===== config.mk =====
export PLATFORM = sky130hd
export DESIGN_NAME = mmio_output_bank_flat
export DESIGN_NICKNAME = d
export VERILOG_FILES = /design/src/rtl/mmio_output_bank_if.sv /design/src/rtl/mmio_output_bank.sv /design/src/flat_wrapper.sv
export SDC_FILE = /design/constraint.sdc
export NUM_CORES = 1
export LEC_CHECK = 0
export BUFFER_PORTS_ARGS = -buffer_cell sky130_fd_sc_hd__buf_4
export CAP_MARGIN = 15
export CORE_UTILIZATION = 51
export DETAILED_ROUTE_END_ITERATION = 12
export PLACE_DENSITY = 0.79
export REMOVE_ABC_BUFFERS = 1
export SYNTH_ARGS = -nofsm -noshare
export SYNTH_HDL_FRONTEND = slang
export SYNTH_SLANG_ARGS = --single-unit

===== constraint.sdc =====
create_clock -name i_clk -period 7.2 [get_ports i_clk]
set_clock_uncertainty 0.05 [all_clocks]
set_input_delay 1.44 -clock i_clk [delete_from_list [all_inputs] [get_ports i_clk]]
set_output_delay 1.44 -clock i_clk [all_outputs]
set_load 0.03 [all_outputs]

===== src/rtl/mmio_output_bank_if.sv =====
// mmio_output_bank_if: LSU-side store/read-back bus of the I/O output register bank
interface mmio_output_bank_if;
  logic [31:0] i_io_addr;
  logic [31:0] i_st_data;
  logic [2:0]  i_funct3;
  logic        i_io_wren;
  logic        i_io_rden;
  logic [31:0] o_rd_data;
  logic        o_rd_valid;
  logic        o_err;
  modport master (output i_io_addr, i_st_data, i_funct3, i_io_wren, i_io_rden,
                  input o_rd_data, o_rd_valid, o_err);
  modport slave (input i_io_addr, i_st_data, i_funct3, i_io_wren, i_io_rden,
                 output o_rd_data, o_rd_valid, o_err);
endinterface


===== src/rtl/mmio_output_bank.sv =====
// mmio_output_bank: memory-mapped output channels with sub-word stores, set/clear/toggle aliases and read-back
module mmio_output_bank #(
  parameter int NUM_CH = 5,
  parameter int CH_ADDR_LSB = 12,
  parameter logic [NUM_CH*32-1:0] RESET_VALS = {32'h0, 32'h7F7F7F7F, 32'h7F7F7F7F, 32'h0, 32'h0}
) (
  input  logic                   i_clk,
  input  logic                   i_reset,
  mmio_output_bank_if.slave      bus,
  output logic [NUM_CH*32-1:0]   o_ch_data,
  output logic [NUM_CH-1:0]      o_changed
);
  logic [NUM_CH*32-1:0] ch_d, ch_q;
  logic [NUM_CH-1:0] changed_d, changed_q;
  logic [31:0] rd_data_d, rd_data_q, m, dm, cur, nv;
  logic rd_valid_d, rd_valid_q, err_d, err_q;
  logic [3:0] ch;
  logic [1:0] op, off;
  logic [2:0] f3;
  logic size_ok, ch_ok, wr_ok;
  logic addr_unused;
  assign addr_unused = ^{bus.i_io_addr[31:CH_ADDR_LSB+4], bus.i_io_addr[CH_ADDR_LSB-1:4]};
  always_comb begin
    ch = bus.i_io_addr[CH_ADDR_LSB+3 -: 4];
    op = bus.i_io_addr[3:2];
    off = bus.i_io_addr[1:0];
    f3 = bus.i_funct3;
    ch_ok = {1'b0, ch} < 5'(NUM_CH);
    size_ok = f3 == 3'b000 || (f3 == 3'b001 && !off[0]) || (f3 == 3'b010 && off == 2'b00);
    wr_ok = bus.i_io_wren && size_ok && ch_ok;
    m = f3 == 3'b000 ? 32'hFF << {off, 3'b000} : f3 == 3'b001 ? (off[1] ? 32'hFFFF0000 : 32'h0000FFFF) : 32'hFFFFFFFF;
    dm = m & (f3 == 3'b000 ? {4{bus.i_st_data[7:0]}} : f3 == 3'b001 ? {2{bus.i_st_data[15:0]}} : bus.i_st_data);
    cur = '0;
    for (int k = 0; k < NUM_CH; k++)
      if (4'(k) == ch) cur = ch_q[k*32 +: 32];
    nv = op == 2'b00 ? (cur & ~m) | dm : op == 2'b01 ? cur | dm : op == 2'b10 ? cur & ~dm : cur ^ dm;
    ch_d = ch_q;
    changed_d = '0;
    for (int k = 0; k < NUM_CH; k++)
      if (wr_ok && 4'(k) == ch) begin
        ch_d[k*32 +: 32] = nv;
        changed_d[k] = nv != cur;
      end
    err_d = bus.i_io_wren && !(size_ok && ch_ok);
    rd_valid_d = bus.i_io_rden;
    // cur is the pre-write value, so a same-cycle read sees the old contents
    rd_data_d = bus.i_io_rden ? (ch_ok ? cur : 32'h0) : rd_data_q;
  end
  always_ff @(posedge i_clk or posedge i_reset)
    if (i_reset) begin
      ch_q <= RESET_VALS;
      changed_q <= '0;
      rd_data_q <= '0;
      rd_valid_q <= 1'b0;
      err_q <= 1'b0;
    end else begin
      ch_q <= ch_d;
      changed_q <= changed_d;
      rd_data_q <= rd_data_d;
      rd_valid_q <= rd_valid_d;
      err_q <= err_d;
    end
  assign o_ch_data = ch_q;
  assign o_changed = changed_q;
  assign bus.o_rd_data = rd_data_q;
  assign bus.o_rd_valid = rd_valid_q;
  assign bus.o_err = err_q;
endmodule


===== src/flat_wrapper.sv =====
// flat-port wrapper written by rule: the top's interface ports become plain ports
module mmio_output_bank_flat 
#(
  parameter int NUM_CH = 5,
  parameter int CH_ADDR_LSB = 12,
  parameter logic [NUM_CH*32-1:0] RESET_VALS = {32'h0, 32'h7F7F7F7F, 32'h7F7F7F7F, 32'h0, 32'h0}
)
  (i_clk, i_reset, o_ch_data, o_changed, bus_i_io_addr, bus_i_st_data, bus_i_funct3, bus_i_io_wren, bus_i_io_rden, bus_o_rd_data, bus_o_rd_valid, bus_o_err);
  mmio_output_bank_if bus_i ();
  input  logic i_clk;
  input  logic i_reset;
  output logic [NUM_CH*32-1:0] o_ch_data;
  output logic [NUM_CH-1:0] o_changed;
  input wire logic [$bits(bus_i.i_io_addr)-1:0] bus_i_io_addr;
  input wire logic [$bits(bus_i.i_st_data)-1:0] bus_i_st_data;
  input wire logic [$bits(bus_i.i_funct3)-1:0] bus_i_funct3;
  input wire logic [$bits(bus_i.i_io_wren)-1:0] bus_i_io_wren;
  input wire logic [$bits(bus_i.i_io_rden)-1:0] bus_i_io_rden;
  output wire logic [$bits(bus_i.o_rd_data)-1:0] bus_o_rd_data;
  output wire logic [$bits(bus_i.o_rd_valid)-1:0] bus_o_rd_valid;
  output wire logic [$bits(bus_i.o_err)-1:0] bus_o_err;
  assign bus_i.i_io_addr = bus_i_io_addr;
  assign bus_i.i_st_data = bus_i_st_data;
  assign bus_i.i_funct3 = bus_i_funct3;
  assign bus_i.i_io_wren = bus_i_io_wren;
  assign bus_i.i_io_rden = bus_i_io_rden;
  assign bus_o_rd_data = bus_i.o_rd_data;
  assign bus_o_rd_valid = bus_i.o_rd_valid;
  assign bus_o_err = bus_i.o_err;
  mmio_output_bank #(.NUM_CH(NUM_CH), .CH_ADDR_LSB(CH_ADDR_LSB), .RESET_VALS(RESET_VALS)) u_core (.i_clk(i_clk), .i_reset(i_reset), .bus(bus_i), .o_ch_data(o_ch_data), .o_changed(o_changed));
endmodule

==> results.ini, run 1 <==
[detailed_routing]
postRouteAntennaNets=0
wirelength_um=40230
wl_per_cell_um=22.44
vias=11210
vias_per_cell=6.252
drt-pass1-iter-count=7
drt-initial-drc-count=1059
drc=0

[floorplanning]
coreArea_mm2=0.02446
initial_utilization=0.5219
io_pins=270
dieArea_mm2=0.02567
die_h_um=160.2
die_w_um=160.2
placementRows=57

[clocking]
holdBufCountCts=0
clk_latency_ps=440
numCtsBuffers=17
clock-sinks=199
root_buffer=clkbuf_16
cts.htree.levels=4
post_cts_buffers=0
path_clk_slew_ps=80
cts_resized=0
tritoncts=yes
cts_max_path_buffers=2

[global_routing]
met3_usage=0.06416
grt_util_met2=0.5008
grt_max_degree=80
busiest_layer=met2
grt_first_pass_wirelength_um=62490
antenna_found_initial=0
grt_pass1_vias=10930
track_usage=0.3134
globalRouteMet1Util=0.4192
grt_overflow=0

[timing]
post-route-min-period_ps=5587
period_share=0.7760
slew_violations=0
hold_viol=0
hold_ws_ps=449.7
setup_tns_ps=0
rsz0062_at_grt=false
setup_viol=0
fmax_ghz=0.1790
worst_pin_slew_ps=1192
max_slew_margin=0.2032

[placement]
gp_congestion=0.9875
dp_hpwl_um=29050
numPortBuffers=245

[power_and_ir_drop]
p_sw_mw=1.278
leakage_nw=7.086
p_per_area_mw_per_mm2=230.4
power.share.sequential=0.402
switching_share=0.3604
power_frac_comb=0.321
p_int_mw=2.268
clkPwrFrac=0.278
peakVddDrop_mv=0.1603

[critical_path]
crit_arrival_ps=5820
r2r_slack_ps=2870
crit_end=u_core.o_changed[1]
crit_type=in -> reg
cp-startpoint=bus_i_io_addr[12]
required_ps=7430
crit_fanout=56
crit_path_start_kind=primary input
r2r-start=u_core.o_ch_data[4]
r2r_cells=13
crit_path_end_kind=register
reg2reg_to=u_core.o_changed[1]

[layout]
layout.nets=1592
layout-drive-gt1-share=0.3758
n_antenna_cell=0
nFillCells=2047
area.growth.synth_to_final_pct=20.54
multi_input_area_mm2=0.006985
seq_area_mm2=0.005050

[synth]
seq_area_frac_synth=0.3955
synth-edff-count=0
synth-async-reset-ratio=1.000
synth_flop_cell=dfrtp_1
syn_area_per_cell_um2=10.14
yosys.area.top_type=dfrtp_1
synth_top_area_share=0.2803
synthDistinctLibCells=87
netlist_instances=1259
synth_seq_cells=199
synth_area_mm2=0.01277
ys_top_cells_by_area=dfrtp_1, mux2_2, dfstp_2
ys_warn_count=0

[min_path]
hold_depth=2
hp-class=reg -> reg

[status]
outcome=finished, final reports clean

[flow_run]
drv_cap=0

[final cells by class]
| type | count | share of cell area |
|---|---|---|
| well taps | 324 | 0.02634 |
| flip-flops and latches | 199 | 0.3281 |
| repair buffers | 271 | 0.1322 |
| multi-input cells | 884 | 0.4539 |
| clock buffers | 19 | 0.02878 |
| inverters | 84 | 0.02130 |
| clock inverters | 12 | 0.009350 |
[cells in the final DEF (no fill, tap or decap), drive strengths merged, types with 17 or more instances in the layout]
cell	n
mux2	149
dfrtp	143
a32oi	17
o21a	18
a21oi	39
o21ai	39
ha	64
nor3	41
mux2i	46
o22ai	58
buf	271
inv	85
nor2	66
nand2	61
clkbuf	19
a211oi	27
dfstp	56
nand2b	79
[worst min path at each step]
stage | from | to
6_report | u_core.o_ch_data[80] | u_core.o_ch_data[80]
5_1_grt | u_core.o_ch_data[16] | u_core.o_ch_data[16]
4_1_cts | u_core.o_ch_data[80] | u_core.o_ch_data[80]
3_5_place_dp | u_core.o_ch_data[80] | u_core.o_ch_data[80]
3_3_place_gp | u_core.o_ch_data[80] | u_core.o_ch_data[80]
2_1_floorplan | u_core.o_ch_data[80] | u_core.o_ch_data[80]
[synthesized netlist by cell type, drive strengths merged, types with 3 or more instances]
master / n
mux2: 149
dfrtp: 143
inv: 81
nand2b: 79
nor2: 66
ha: 64
nand2: 61
o22ai: 58
dfstp: 56
clkbuf: 50
mux2i: 46
buf: 42
nor3: 41
a21oi: 39
o21ai: 39
a211oi: 27
o21a: 18
a32oi: 17
a32o: 16
a31oi: 14
o22a: 13
nor2b: 8
or2: 8
a22oi: 7
o211ai: 7
a21boi: 6
a22o: 6
nand3b: 6
nor4: 6
a2111oi: 5
and3: 5
nand4: 5
o311ai: 4
o31a: 4
or4b: 4
a221oi: 3
a311oi: 3
and2: 3
clkinv: 3
nand3: 3
nor3b: 3
nor4b: 3
o221ai: 3
o32ai: 3
or3b: 3
[registers in the layout (all words and copies together) (netlist names)]
signal / cells
u_core.o_ch_data: 160
u_core.bus.o_rd_valid: 1
u_core.o_changed: 5
u_core.bus.o_rd_data: 32
u_core.bus.o_err: 1
[logic make-up (layout without fill, tap and decap cells)]
logic type,Yosys count,in the layout,share of synthesized area
compound gates,313,313,0.1832
simple gates,308,308,0.1274
flops,199,199,0.3955
mux,197,197,0.1710
buf+inv,176,386,0.05880
fa+ha+maj,64,64,0.06272
xor+xnor,2,2,0.001372
[worst max-delay path, stage by stage]
cell	delay, ps
buf_4	490
buf_4	650
nor3_1	100
a211oi_1	490
o21a_1	400
ha_1	290
nand2b_1	170
a32o_1	320
o211ai_1	130
o2111ai_1	210
nor4_1	220
o2111ai_1	180
nor4_2	380
buf_4	220
nor2_1	50
[through the flow]
stage	area [um2]	total power [mW]	instances	setup WS, ps	utilization
after floorplan	12340	2.113	1167	377.0	-
after global placement	14800	2.535	1762	1309	0.6051
after detailed placement	14800	2.572	1762	1250	0.6051
after CTS	15390	3.552	1793	1701	0.6291
after global routing	15390	3.684	1793	1372	0.6291
final	15390	3.546	1793	1613	0.6291
[power by group through the flow]
stage | clock network (mW) | registers, mW | logic, mW
6_report | 0.984 | 1.42 | 1.14
3_3_place_gp | 0 | 1.43 | 1.10
4_1_cts | 0.996 | 1.42 | 1.13
3_5_place_dp | 0 | 1.44 | 1.13
2_1_floorplan | 0 | 1.71 | 0.401
5_1_grt | 1.04 | 1.44 | 1.21
[metal layers]
metal | vias to the layer above | wire, um
met4 | 0 | 1157
met1 | 5618 | 16850
met2 | 535 | 19130
met3 | 73 | 3097
met5 | - | 0
li1 | 4984 | -
No activity file was read; power rests on OpenSTA's default activity.
==> run 2, diff against run 1 <==
ABC_AREA = 1   (was unset)
CORE_UTILIZATION = 50   (was 51)
PLACE_DENSITY = 0.78   (was 0.79)
clock period = 5.1 ns   (was 7.2 ns; I/O delays follow)
==> run 2 against run 1 <==
  * Global-route usage is 0.91 points higher
  * Count of clock-buffer cells in the layout decreased by 1
  * Critical path depth is 5 higher
  * Combinational power decreased by 12%
  * Synthesized area down 5.2%
  * Total power up 16%
  * Largest cell class unchanged
==> results.ini, run 2 <==
[clocking]
cts_max_path_buffers=2
holdBufCountCts=0
cts_resized=0
clock-sinks=199
cts.htree.levels=4
path_clk_slew_ps=70
clk_latency_ps=450
numCtsBuffers=17
tritoncts=yes
post_cts_buffers=0
root_buffer=clkbuf_16

[floorplanning]
dieArea_mm2=0.02483
coreArea_mm2=0.02361
placementRows=56
die_h_um=157.6
io_pins=270
initial_utilization=0.5126
die_w_um=157.6

[synth]
synth_top_area_share=0.2956
synth_seq_cells=199
synth-edff-count=0
syn_area_per_cell_um2=7.265
synthTopCellsByCount=nand2_1, o21ai_0, nand3_1, dfrtp_1, inv_1
synthDistinctLibCells=32
synth_area_mm2=0.01210
yosys.area.top_type=dfrtp_1
yosysMostFrequentCell=nand2_1
synth-async-reset-ratio=1.000
ys_warn_count=0
seq_area_frac_synth=0.4172
netlist_instances=1666
synth_flop_cell=dfrtp_1
ys_top_cells_by_area=dfrtp_1, nand2_1, dfstp_2

[detailed_routing]
drt-pass1-iter-count=6
drc=0
vias_per_cell=5.481
wirelength_um=39350
vias=12060
top_layer_used=met5
wl_met3_um=3241
drt-initial-drc-count=1130
wl_per_cell_um=17.89
postRouteAntennaNets=0
met2WireLength_um=18070
wl_met1_um=16480

[global_routing]
grt_pass1_vias=11100
grt_max_degree=132
grt_overflow=0
antenna_found_initial=3
track_usage=0.3224
grt_first_pass_wirelength_um=60220

[timing]
setup_tns_ps=0
worst_pin_slew_ps=1089
fmax_ghz=0.2546
slew_violations=0
rsz0062_at_grt=false
post-route-min-period_ps=3928
period_share=0.7702
setup_viol=0
hold_viol=0
max_slew_margin=0.2730

[placement]
gp_congestion=0.8697
dp_hpwl_um=27300
post_dp_cell_area_mm2=0.01413
numPortBuffers=245

[critical_path]
crit_type=in -> reg
crit_path_start_kind=primary input
crit_fanout=39
crit_arrival_ps=4180
required_ps=5350
crit_chain=buf_4, nor2_4, buf_4, nand3_1, nand2_1, nor2_1, nand2_1, nand2_1, inv_1, ha_1, o21ai_0, nand2_2, nand2_1, nand2_1, nor2_1, nand2_1, nor2_1, nand2_1, nor2_2, nor2_1
cpMostUsedCell=nand2_1
critPathTopFamily=simple AND/OR/NAND/NOR gates
r2r_slack_ps=2120
slowest_stage=buf_4
slowest_delay_ps=440
crit_path_end_kind=register
crit_buf_inv=3

[layout]
area.growth.synth_to_final_pct=21.35
largest_reg_flops=160
layout-drive-gt1-share=0.2284
stdcell_area_mm2=0.01469
layout_common_cells=nand2_1, buf_4, o21ai_0
mostFrequentLayoutCell=nand2_1
layout.nets=2000
nFillCells=2132

[status]
outcome=finished, final reports clean

[min_path]
hp-class=reg -> reg

[power_and_ir_drop]
total_power_mw=4.118
peakVddDrop_mv=0.1994
p_per_area_mw_per_mm2=280.4
leakage_nw=7.581

[flow_run]
drv_cap=0

run 2: cell types whose count changed in the layout (fill, tap and decap cells not counted), sizes merged, moves of 27 or more:
cell	change
mux2	-149
a21oi	+42
nand2b	-79
mux2i	-46
nor2	+37
nand2	+458
o21ai	+213
nor3	-41
inv	+78
nand3	+165
o22ai	-58
a211oi	-27
run 2: worst register-to-register path, cell delays in order, from the launching register on:
cell and delay, ps:
dfstp_2 550, inv_1 40, o21ai_1 120, inv_1 60, nand2_1 90, nand2_1 110
inv_1 90, ha_1 220, o21ai_0 290, nand2_2 150, nand2_1 80, nand2_1 40
nor2_1 240, nand2_1 90, nor2_1 210, nand2_1 110, nor2_2 230, nor2_1 70
run 2: kinds of logic after synthesis:
group | after synthesis | synth area share
and+or+nand+nor | 818 | 0.2893
AOI/OAI and AO/OA | 339 | 0.1431
buffers and inverters | 246 | 0.08425
DFF | 199 | 0.4172
adders and majority gates | 64 | 0.06616
run 2: power breakdown:
part	switching (mW)	internal [mW]	leakage [nW]	total, mW
logic	0.680	0.318	4.78	0.998
registers	0.0948	1.71	2.54	1.81
clock network	0.664	0.650	0.263	1.31
total	1.44	2.68	7.58	4.12
run 2: area by class of cell:
type	count	area, um2	area share
Sequential cell	199	5050	0.3438
Antenna cell	3	7.507	0.0005111
Clock buffer	18	439.2	0.02990
Clock inverter	14	115.1	0.007837
Tap cell	319	399.1	0.02717
Inverter	158	600.6	0.04089
Timing Repair Buffer	268	2024	0.1378
Multi-Input combinational cell	1221	6052	0.4120
run 2: path summary, 6_finish.rpt:
path / from / to / cells after the start
max in group asynchronous: i_reset / u_core.o_ch_data[105] / 3
setup reg to reg: u_core.o_ch_data[97] / u_core.o_changed[0] / 17
hold / removal: u_core.o_ch_data[90] / u_core.o_ch_data[90] / 2
hold reg to reg: u_core.o_ch_data[90] / u_core.o_ch_data[90] / 2
setup / recovery: bus_i_io_addr[15] / u_core.o_changed[0] / 20
min in group asynchronous: i_reset / u_core.o_ch_data[28] / 2
run 2: metrics by stage:
step,setup WS (ps),hold slack (ps),utilization,instances
finish,1172,454.5,0.6220,2200
global route,947.2,464.7,0.6219,2199
CTS,1266,447.8,0.6217,2197
detailed placement,830.0,429.5,0.5982,2165
global placement,908.1,424.7,0.5982,2165
floorplan,-1303,506.2,-,1578
run 2: layer usage:
layer  track usage  vias to the layer above
met2        0.5099                      528
met1        0.4285                     5642
met3       0.06187                       93
met4        0.1461                        2
met5             0                        -
li1              -                     5793
